### src/rtl/synth_pkg.sv
// Shared types and constants for the voice allocator slice.
// Clock rate, default widths and the allocator FSM state encoding.
package synth_pkg;

    localparam int CLK_HZ     = 1_000_000;
    localparam int FREQ_W_DEF = 12;
    localparam int AGE_W_DEF  = 8;

    typedef enum logic [1:0] {
        IDLE,
        SCAN,
        COMMIT
    } alloc_state_t;

endpackage

### src/rtl/voice_slot.sv
// One oscillator voice: gate, frequency word and saturating age.
// load takes precedence over release, retrigger and aging.
module voice_slot
    import synth_pkg::*;
#(
    parameter int FREQ_W = FREQ_W_DEF,
    parameter int AGE_W  = AGE_W_DEF
) (
    input  logic              clk,
    input  logic              rst_n,
    input  logic              load,
    input  logic              retrig,
    input  logic              release_gate,
    input  logic              age_inc,
    input  logic [FREQ_W-1:0] new_freq,
    output logic              gate,
    output logic [FREQ_W-1:0] freq,
    output logic [AGE_W-1:0]  age
);

    always_ff @(posedge clk or negedge rst_n) begin
        if (!rst_n) begin
            gate <= 1'b0;
            freq <= '0;
            age  <= '0;
        end else if (load) begin
            gate <= 1'b1;
            freq <= new_freq;
            age  <= '0;
        end else begin
            if (release_gate) gate <= 1'b0;
            if (retrig) begin
                age <= '0;
            end else if (age_inc && age != '1) begin
                age <= age + 1'b1;
            end
        end
    end

endmodule

### src/rtl/voice_allocator.sv
// Polyphonic voice allocator: sequential scan of the voice bank, then commit.
// Define VOICE_STEAL_EN to steal the oldest voice when the bank is full.
module voice_allocator
    import synth_pkg::*;
#(
    parameter int NUM_VOICES = 4,
    parameter int FREQ_W     = FREQ_W_DEF,
    parameter int AGE_W      = AGE_W_DEF
) (
    input  logic                         clk,
    input  logic                         rst_n,
    input  logic                         evt_valid,
    output logic                         evt_ready,
    input  logic                         evt_on,
    input  logic [FREQ_W-1:0]            evt_freq,
    output logic [NUM_VOICES*FREQ_W-1:0] voice_freq,
    output logic [NUM_VOICES-1:0]        voice_gate,
    output logic [$clog2(NUM_VOICES+1)-1:0] active_count,
    output logic                         steal_pulse,
    output logic                         drop_pulse
);

    localparam int IW = $clog2(NUM_VOICES);
    localparam int CW = $clog2(NUM_VOICES+1);

    alloc_state_t state, state_nx;
    logic [IW-1:0] idx;
    logic lat_on;
    logic [FREQ_W-1:0] lat_freq;
    logic match_ok, free_ok;
    logic [IW-1:0] match_idx, free_idx;

    logic [NUM_VOICES-1:0] gate;
    logic [FREQ_W-1:0] freq [NUM_VOICES];
    logic [AGE_W-1:0] age [NUM_VOICES];
    logic [NUM_VOICES-1:0] load, retrig, rel, age_inc;
    logic [NUM_VOICES-1:0] gate_nx, tgt_mask;
    logic [CW-1:0] cnt_nx;
    logic tgt_ok, drop_nx;
    logic [IW-1:0] tgt;

    for (genvar i = 0; i < NUM_VOICES; i++) begin : g_slot
        voice_slot #(.FREQ_W(FREQ_W), .AGE_W(AGE_W)) u_slot (
            .clk(clk),
            .rst_n(rst_n),
            .load(load[i]),
            .retrig(retrig[i]),
            .release_gate(rel[i]),
            .age_inc(age_inc[i]),
            .new_freq(lat_freq),
            .gate(gate[i]),
            .freq(freq[i]),
            .age(age[i])
        );
        assign voice_freq[i*FREQ_W +: FREQ_W] = freq[i];
    end

    assign voice_gate = gate;

    always_ff @(posedge clk or negedge rst_n) begin
        if (!rst_n) state <= IDLE;
        else        state <= state_nx;
    end

    always_comb begin
        state_nx  = state;
        evt_ready = 1'b0;
        unique case (state)
            IDLE: begin
                evt_ready = 1'b1;
                if (evt_valid) state_nx = SCAN;
            end
            SCAN: begin
                if (idx == IW'(NUM_VOICES-1)) state_nx = COMMIT;
            end
            COMMIT: state_nx = IDLE;
            default: state_nx = IDLE;
        endcase
    end

`ifdef VOICE_STEAL_EN
    logic old_ok;
    logic [IW-1:0] old_idx;
    logic [AGE_W-1:0] old_age;
    logic steal_nx;

    always_ff @(posedge clk or negedge rst_n) begin
        if (!rst_n) begin
            old_ok  <= 1'b0;
            old_idx <= '0;
            old_age <= '0;
        end else if (state == IDLE && evt_valid) begin
            old_ok <= 1'b0;
        end else if (state == SCAN && gate[idx]) begin
            // Strict compare keeps the lowest index on equal ages
            if (!old_ok || age[idx] > old_age) begin
                old_ok  <= 1'b1;
                old_idx <= idx;
                old_age <= age[idx];
            end
        end
    end

    always_ff @(posedge clk or negedge rst_n) begin
        if (!rst_n)              steal_pulse <= 1'b0;
        else if (state == COMMIT) steal_pulse <= steal_nx;
        else                     steal_pulse <= 1'b0;
    end
`else
    logic unused_age;
    always_comb begin
        unused_age = 1'b0;
        for (int i = 0; i < NUM_VOICES; i++) unused_age ^= ^age[i];
    end
    assign steal_pulse = 1'b0;
`endif

    always_ff @(posedge clk or negedge rst_n) begin
        if (!rst_n) begin
            idx       <= '0;
            lat_on    <= 1'b0;
            lat_freq  <= '0;
            match_ok  <= 1'b0;
            match_idx <= '0;
            free_ok   <= 1'b0;
            free_idx  <= '0;
        end else if (state == IDLE && evt_valid) begin
            idx      <= '0;
            lat_on   <= evt_on;
            lat_freq <= evt_freq;
            match_ok <= 1'b0;
            free_ok  <= 1'b0;
        end else if (state == SCAN) begin
            idx <= idx + 1'b1;
            if (!match_ok && gate[idx] && freq[idx] == lat_freq) begin
                match_ok  <= 1'b1;
                match_idx <= idx;
            end
            if (!free_ok && !gate[idx]) begin
                free_ok  <= 1'b1;
                free_idx <= idx;
            end
        end
    end

    always_comb begin
        load    = '0;
        retrig  = '0;
        rel     = '0;
        age_inc = '0;
        drop_nx = 1'b0;
        tgt_ok  = 1'b0;
        tgt     = '0;
`ifdef VOICE_STEAL_EN
        steal_nx = 1'b0;
`endif
        if (state == COMMIT) begin
            if (lat_on) begin
                if (lat_freq == '0) begin
                    drop_nx = 1'b1;
                end else if (match_ok) begin
                    retrig[match_idx] = 1'b1;
                    tgt_ok = 1'b1;
                    tgt    = match_idx;
                end else if (free_ok) begin
                    load[free_idx] = 1'b1;
                    tgt_ok = 1'b1;
                    tgt    = free_idx;
                end else begin
`ifdef VOICE_STEAL_EN
                    load[old_idx] = 1'b1;
                    steal_nx = 1'b1;
                    tgt_ok   = 1'b1;
                    tgt      = old_idx;
`else
                    drop_nx = 1'b1;
`endif
                end
            end else if (match_ok) begin
                rel[match_idx] = 1'b1;
            end
        end
        tgt_mask      = '0;
        tgt_mask[tgt] = 1'b1;
        if (tgt_ok) age_inc = gate & ~tgt_mask;
    end

    always_comb begin
        gate_nx = (gate | load) & ~rel;
        cnt_nx  = '0;
        for (int i = 0; i < NUM_VOICES; i++) cnt_nx = cnt_nx + CW'(gate_nx[i]);
    end

    always_ff @(posedge clk or negedge rst_n) begin
        if (!rst_n) begin
            active_count <= '0;
            drop_pulse   <= 1'b0;
        end else if (state == COMMIT) begin
            active_count <= cnt_nx;
            drop_pulse   <= drop_nx;
        end else begin
            drop_pulse <= 1'b0;
        end
    end

endmodule
### config.mk
export PLATFORM = sky130hd
export DESIGN_NAME = voice_allocator
export DESIGN_NICKNAME = d
export VERILOG_FILES = /design/src/rtl/synth_pkg.sv /design/src/rtl/voice_slot.sv /design/src/rtl/voice_allocator.sv
export SDC_FILE = /design/constraint.sdc
export NUM_CORES = 1
export LEC_CHECK = 0
export ABC_AREA = 0
export ABC_CLOCK_PERIOD_IN_PS = 4000
export CAP_MARGIN = 20
export CORE_MARGIN = 2
export CORE_UTILIZATION = 25
export CTS_CLUSTER_DIAMETER = 80
export DETAILED_ROUTE_END_ITERATION = 10
export GPL_ROUTABILITY_DRIVEN = 0
export PLACE_DENSITY = 0.45
export SYNTH_ARGS = -nofsm -noshare
export SYNTH_HDL_FRONTEND = slang
export SYNTH_SLANG_ARGS = --single-unit
export TNS_END_PERCENT = 20
### constraint.sdc
create_clock -name clk -period 4 [get_ports clk]
set_input_delay 0.6 -clock clk [delete_from_list [all_inputs] [get_ports clk]]
set_output_delay 0.6 -clock clk [all_outputs]
set_load 0.03 [all_outputs]
After elaboration in Yosys (flattened, before gate mapping):

Cells that the tools add are included.

* word-level logic and storage cells: 104
* output and inout port bits: 58
* bits in registers: 79

* order comparisons: 6
* reductions and logical operators: 23
* add/subtract/negate cells: 4
* bitwise gates (word level): 5
* eq/ne operators: 6
* multiplexer cells: 42

Operators by type and width (number)
* 2-to-1 mux 4 bit: 8
* binary-select mux 12 bit (select 2 bit): 1
* 2-to-1 mux 12 bit: 2
* 2-to-1 mux 1 bit: 23
* nonzero test 2 bit: 7
* equality test 12 bit: 1
* logical NOT 12 bit: 1
* less-than comparator 2 x 3 -> 1 bit (second input constant): 3
* 2-to-1 mux 2 bit: 4
* logical AND 1 bit: 6
* AND reduction 2 bit: 3
* AND reduction 3 bit: 2
* bitwise AND 4 bit: 1
* demux 1 bit (select 2 bit): 2
* equality test 2 bit (second input constant): 2
* >= comparator 2 x 1 -> 1 bit (second input constant): 2
* != test 2 bit (second input constant): 2
* inverter 4 bit: 1
* OR 4 bit: 1
* one-hot mux 2 bit (2 select lines): 1
* adder 2 x 1 -> 3 bit: 1
* adder 3 x 1 -> 3 bit: 1
* >= comparator 3 bit (second input constant): 1
* logical NOT 1 bit: 3
* other kinds (7): 7

Longest topological paths before layout:

* depth after elaboration: 14
* mapped depth: 12
* mapped depth without buffers: 10

Hierarchy:

From an unflattened synthesis, not the netlist that was laid out.

* cells, all modules: 476
* area, all modules: 5739.3 µm²

By module, submodules not included
* voice_slot at g_slot[0].u_slot ...: instances 3, cells an instance 74, area each 938.4 µm²
* voice_allocator: instances 1, cells an instance 182, area each 1973.1 µm²
* voice_slot at g_slot[3].u_slot: instances 1, cells an instance 72, area each 950.9 µm²

Worst setup path before layout:

OpenSTA, ideal clock, no wires.

* path type: register to register
* from: reg state[0]
* to: reg active_count[1]
* cell stages (with the launch flop): 12
* path buffers: 1
* data required time: 3.875 ns
* slack: 1.008 ns
* period minus slack after synthesis: 2.992 ns
* library setup time: 0.125 ns
* arrival: 2.867 ns
* path through: dfrtp_1 > nor2b_1 > and4b_1 > and2_1 > nand3b_1 > buf_2 > and2_1 > fa_1 > inv_1 > ha_1 > ha_1 > mux2_2

* word-level cells in the longest chain between the ends: 7
* elaborated cells between the ends (all ways): 9
* classes of those cells: add/sub: 3; eq/ne: 1; mux: 2; bitwise: 3

RTL lines
* from (decl): line voice_allocator.sv:26 `alloc_state_t state, state_nx;`
* from (signal assigned): line voice_allocator.sv:62 `else state <= state_nx;`
* equality test 2 bit *: line voice_allocator.sv:157 `if (state == COMMIT) begin`
* 2-to-1 mux 4 bit: line voice_allocator.sv:157
* OR 4 bit / inverter 4 bit (equally long branches): line voice_allocator.sv:189 `gate_nx = (gate | load) & ~rel;`
* bitwise AND 4 bit *: line voice_allocator.sv:189
* adder 1 x 1 -> 2 bit: line voice_allocator.sv:191 `for (int i = 0; i < NUM_VOICES; i++) cnt_nx = cnt_nx + CW'(gate_nx[i]);`
* adder 2 x 1 -> 3 bit: line voice_allocator.sv:191
* adder 3 x 1 -> 3 bit *: line voice_allocator.sv:191
* net cnt_nx[1]: line voice_allocator.sv:38 `logic [CW-1:0] cnt_nx;`
* to (signal assigned): line voice_allocator.sv:199 `active_count <= cnt_nx;`
* to (decl): line voice_allocator.sv:18 `output logic [$clog2(NUM_VOICES+1)-1:0] active_count,`

The timed path passes the listed nets; every way through them passes the cells marked *.
A chain may end at the register's enable or synchronous reset.

Worst setup path in the final report:

* from: reg state[1]
* to: reg active_count[1]

Same word-level chain as after synthesis.

==> results.cfg <==
[sta]
fmax_mhz = 336
timing.hold.ws_ns = 0.0976
setup_viol = 0
drv_slew = 0
grt_setup_unrepaired = no
period_needed_ns = 2.97
fin_skew_ns = 0.00587
tightest_slew_ns = 0.947
period_share_pct = 74.3
slew_headroom_pct = 36.9
setup-tns-final_ns = 0
hold_violations = 0

[pwr]
vdd_ir_drop_max_mv = 0.228
p_leak_nw = 2.32
p_per_area_nw_per_um2 = 713

[route]
drt_iter0_markers = 92
num_vias = 2514
dr.pass1.iters = 4
wire_per_inst_microns = 18.0
drt-total-wl_microns = 9860
route.detailed.drc = 0
via_per_inst = 4.58
ant_nets = 0

[yosys]
synth.largest_area_cell = dfrtp_1
synthFlopType = dfrtp_1
synth_area_leaders = dfrtp_1 53%, mux2_2 15%, nand2_1 5.2%, mux4_1 5.0%, mux4_2 3.0%
ys_seq_area_share_pct = 53.4
synth_most_common_cell = dfrtp_1
synth_nets = 307
yosysUniqueCellTypes = 39
synth-seq-cells = 79
synth_edf_count = 0
synthTopCellsByCount = 79 x dfrtp_1, 51 x nand2_1, 50 x mux2_2
postSynthAreaPerCell_sq_um = 12.9
synth_top_area_share_pct = 53.4
synth_area_sq_um = 3700
syn_inst = 287
yosys_warnings = 0
synthArstFlopShare_pct = 100

[grt]
grt_pass1_wl_microns = 15600
antenna_found_initial = 0
overflow = 0
grt_max_degree = 80
grtUsageTotal_pct = 13.0
grt_pass1_vias = 2664

[worst_setup_path]
critPathCaptureType = flop
path_max_fanout = 6
worstPathCellList = nor2b_1 -> and4b_1 -> and2_1 -> nand3b_1 -> and2_1 -> fa_1 -> inv_1 -> ha_1 -> ha_1 -> mux2_2
required_ns = 4.22
path_buf_inv = 1
r2r_setup_slack_ns = 1.03
cp_top_family = simple AND/OR/NAND/NOR gates
critical_path_arrival_ns = 3.20
crit_slowest_cell = fa_1
rr_worst_depth = 10
slowest_delay_ns = 0.51
cp.depth = 10
cp-start-kind = flop
worst-setup-path-type = flop to flop

[placed_design]
hpwl_microns = 6730
placed_area_sq_um = 4590
dpl.cell_count = 532
port_buffers = 72

[floorplan]
fp.dieH_microns = 126
die_x_microns = 126
rows = 44
die_area_sq_um = 15800
coreArea_sq_um = 14500
io_pins = 74
start_util_pct = 25.6

[clocking]
h-tree-depth = 3
post_cts_buffers = 0
clockBufferDepth = 2
path_clk_slew_ns = 0.06
clock_latency_ns = 0.34
hold_buffers = 0
cts_tree = done
cts_resized = 0
clk_root_buffer_cell = clkbuf_16
cts_num_sinks = 79
cts_made_buffers = 9

[layout]
fin_cells = 549
drive_gt1_share_pct = 21.6
antenna_cells = 0
syn_to_final_growth_pct = 33.5
finalInstanceArea_sq_um = 4940
final_nets = 380

[job]
maxCapViolCount = 0

[run_status]
status = finished clean

[hold_path]
min_path_type = input port to async pin
[logic make-up (layout without fill, tap and decap cells)]
logic type	Yosys count	count (layout)	synth area share (%)
mux	69	69	25.2
simple gates	82	82	10.8
fa+ha+maj	4	4	1.55
other cells	1	1	0.101
compound gates	19	19	3.38
buf+inv	23	101	3.28
xor+xnor	10	10	2.36
flops	79	79	53.4
[worst paths after layout]
| check | start | endpoint |
|---|---|---|
| worst max-delay path | state[1] | active_count[1] |
| worst max register to register | state[1] | active_count[1] |
| max in group asynchronous | rst_n | g_slot[0].u_slot.freq[11] |
| worst min register to register | active_count[2] | active_count[2] |
| worst min-delay path | rst_n | g_slot[1].u_slot.freq[1] |
| min in group clk | active_count[2] | active_count[2] |
[worst reg2reg max path, cell delays in order (launching register included)]
cell and delay [ns]:
dfrtp_1 0.41, nor2b_1 0.42, and4b_1 0.30, and2_1 0.20, nand3b_1 0.11, and2_1 0.17, fa_1 0.51, inv_1 0.04
ha_1 0.18, ha_1 0.26, mux2_2 0.25
[where the power goes]
group          switching, W  total, W  leakage (nW)  internal, W
sequential         0.000367   0.00139          1.06      0.00102
clock              0.000339  0.000886         0.152     0.000547
combinational      0.000628   0.00125          1.10     0.000621
[layout by cell type, fill, tap and decap left out, types with 3 or more instances in the layout]
cell,count
mux2i_1,5
mux2_2,50
mux4_2,5
and2_1,4
xnor2_1,10
nor4_1,3
nand2_1,51
mux4_1,7
ha_1,3
a21o_1,4
nor3b_1,3
o21ai_0,8
clkdlybuf4s50_1,71
nand4_1,3
nor2_1,4
dfrtp_1,79
nand2b_1,3
inv_1,7
buf_4,6
clkbuf_16,9
[metal layers]
layer	up-vias	global-route usage (%)	wire (microns)
li1	1167	-	-
met1	1291	17.8	4750
met2	49	20.0	4570
met3	7	4.29	442
met4	0	3.33	96
met5	-	0	0
[stage by stage]
step / power [W] / util [%] / setup WS (ns)
after global routing: 0.00374 / 34.2 / 0.800
final: 0.00353 / 34.2 / 1.03
after CTS: 0.00358 / 34.0 / 1.00
after detailed placement: 0.00267 / 31.7 / 1.01
after floorplan: 0.00215 / - / 1.01
after global placement: 0.00266 / 31.7 / 1.05
[sequential cells by signal (all words and copies together), names as in the netlist]
name                cells
active_count            3
drop_pulse              1
free_idx                2
free_ok                 1
g_slot.u_slot.freq     48
g_slot.u_slot.gate      4
idx                     2
lat_freq               12
lat_on                  1
match_idx               2
match_ok                1
state                   2
[area by class of cell]
class | count | area (sq um)
repair buffers | 78 | 783
flip-flops and latches | 79 | 1980
inverters | 7 | 26.3
clock inverters | 7 | 97.6
clock buffers | 9 | 225
well taps | 184 | 230
fillers | 1448 | 9530
multi-input cells | 185 | 1610
Power figures use the tool's default switching activity.
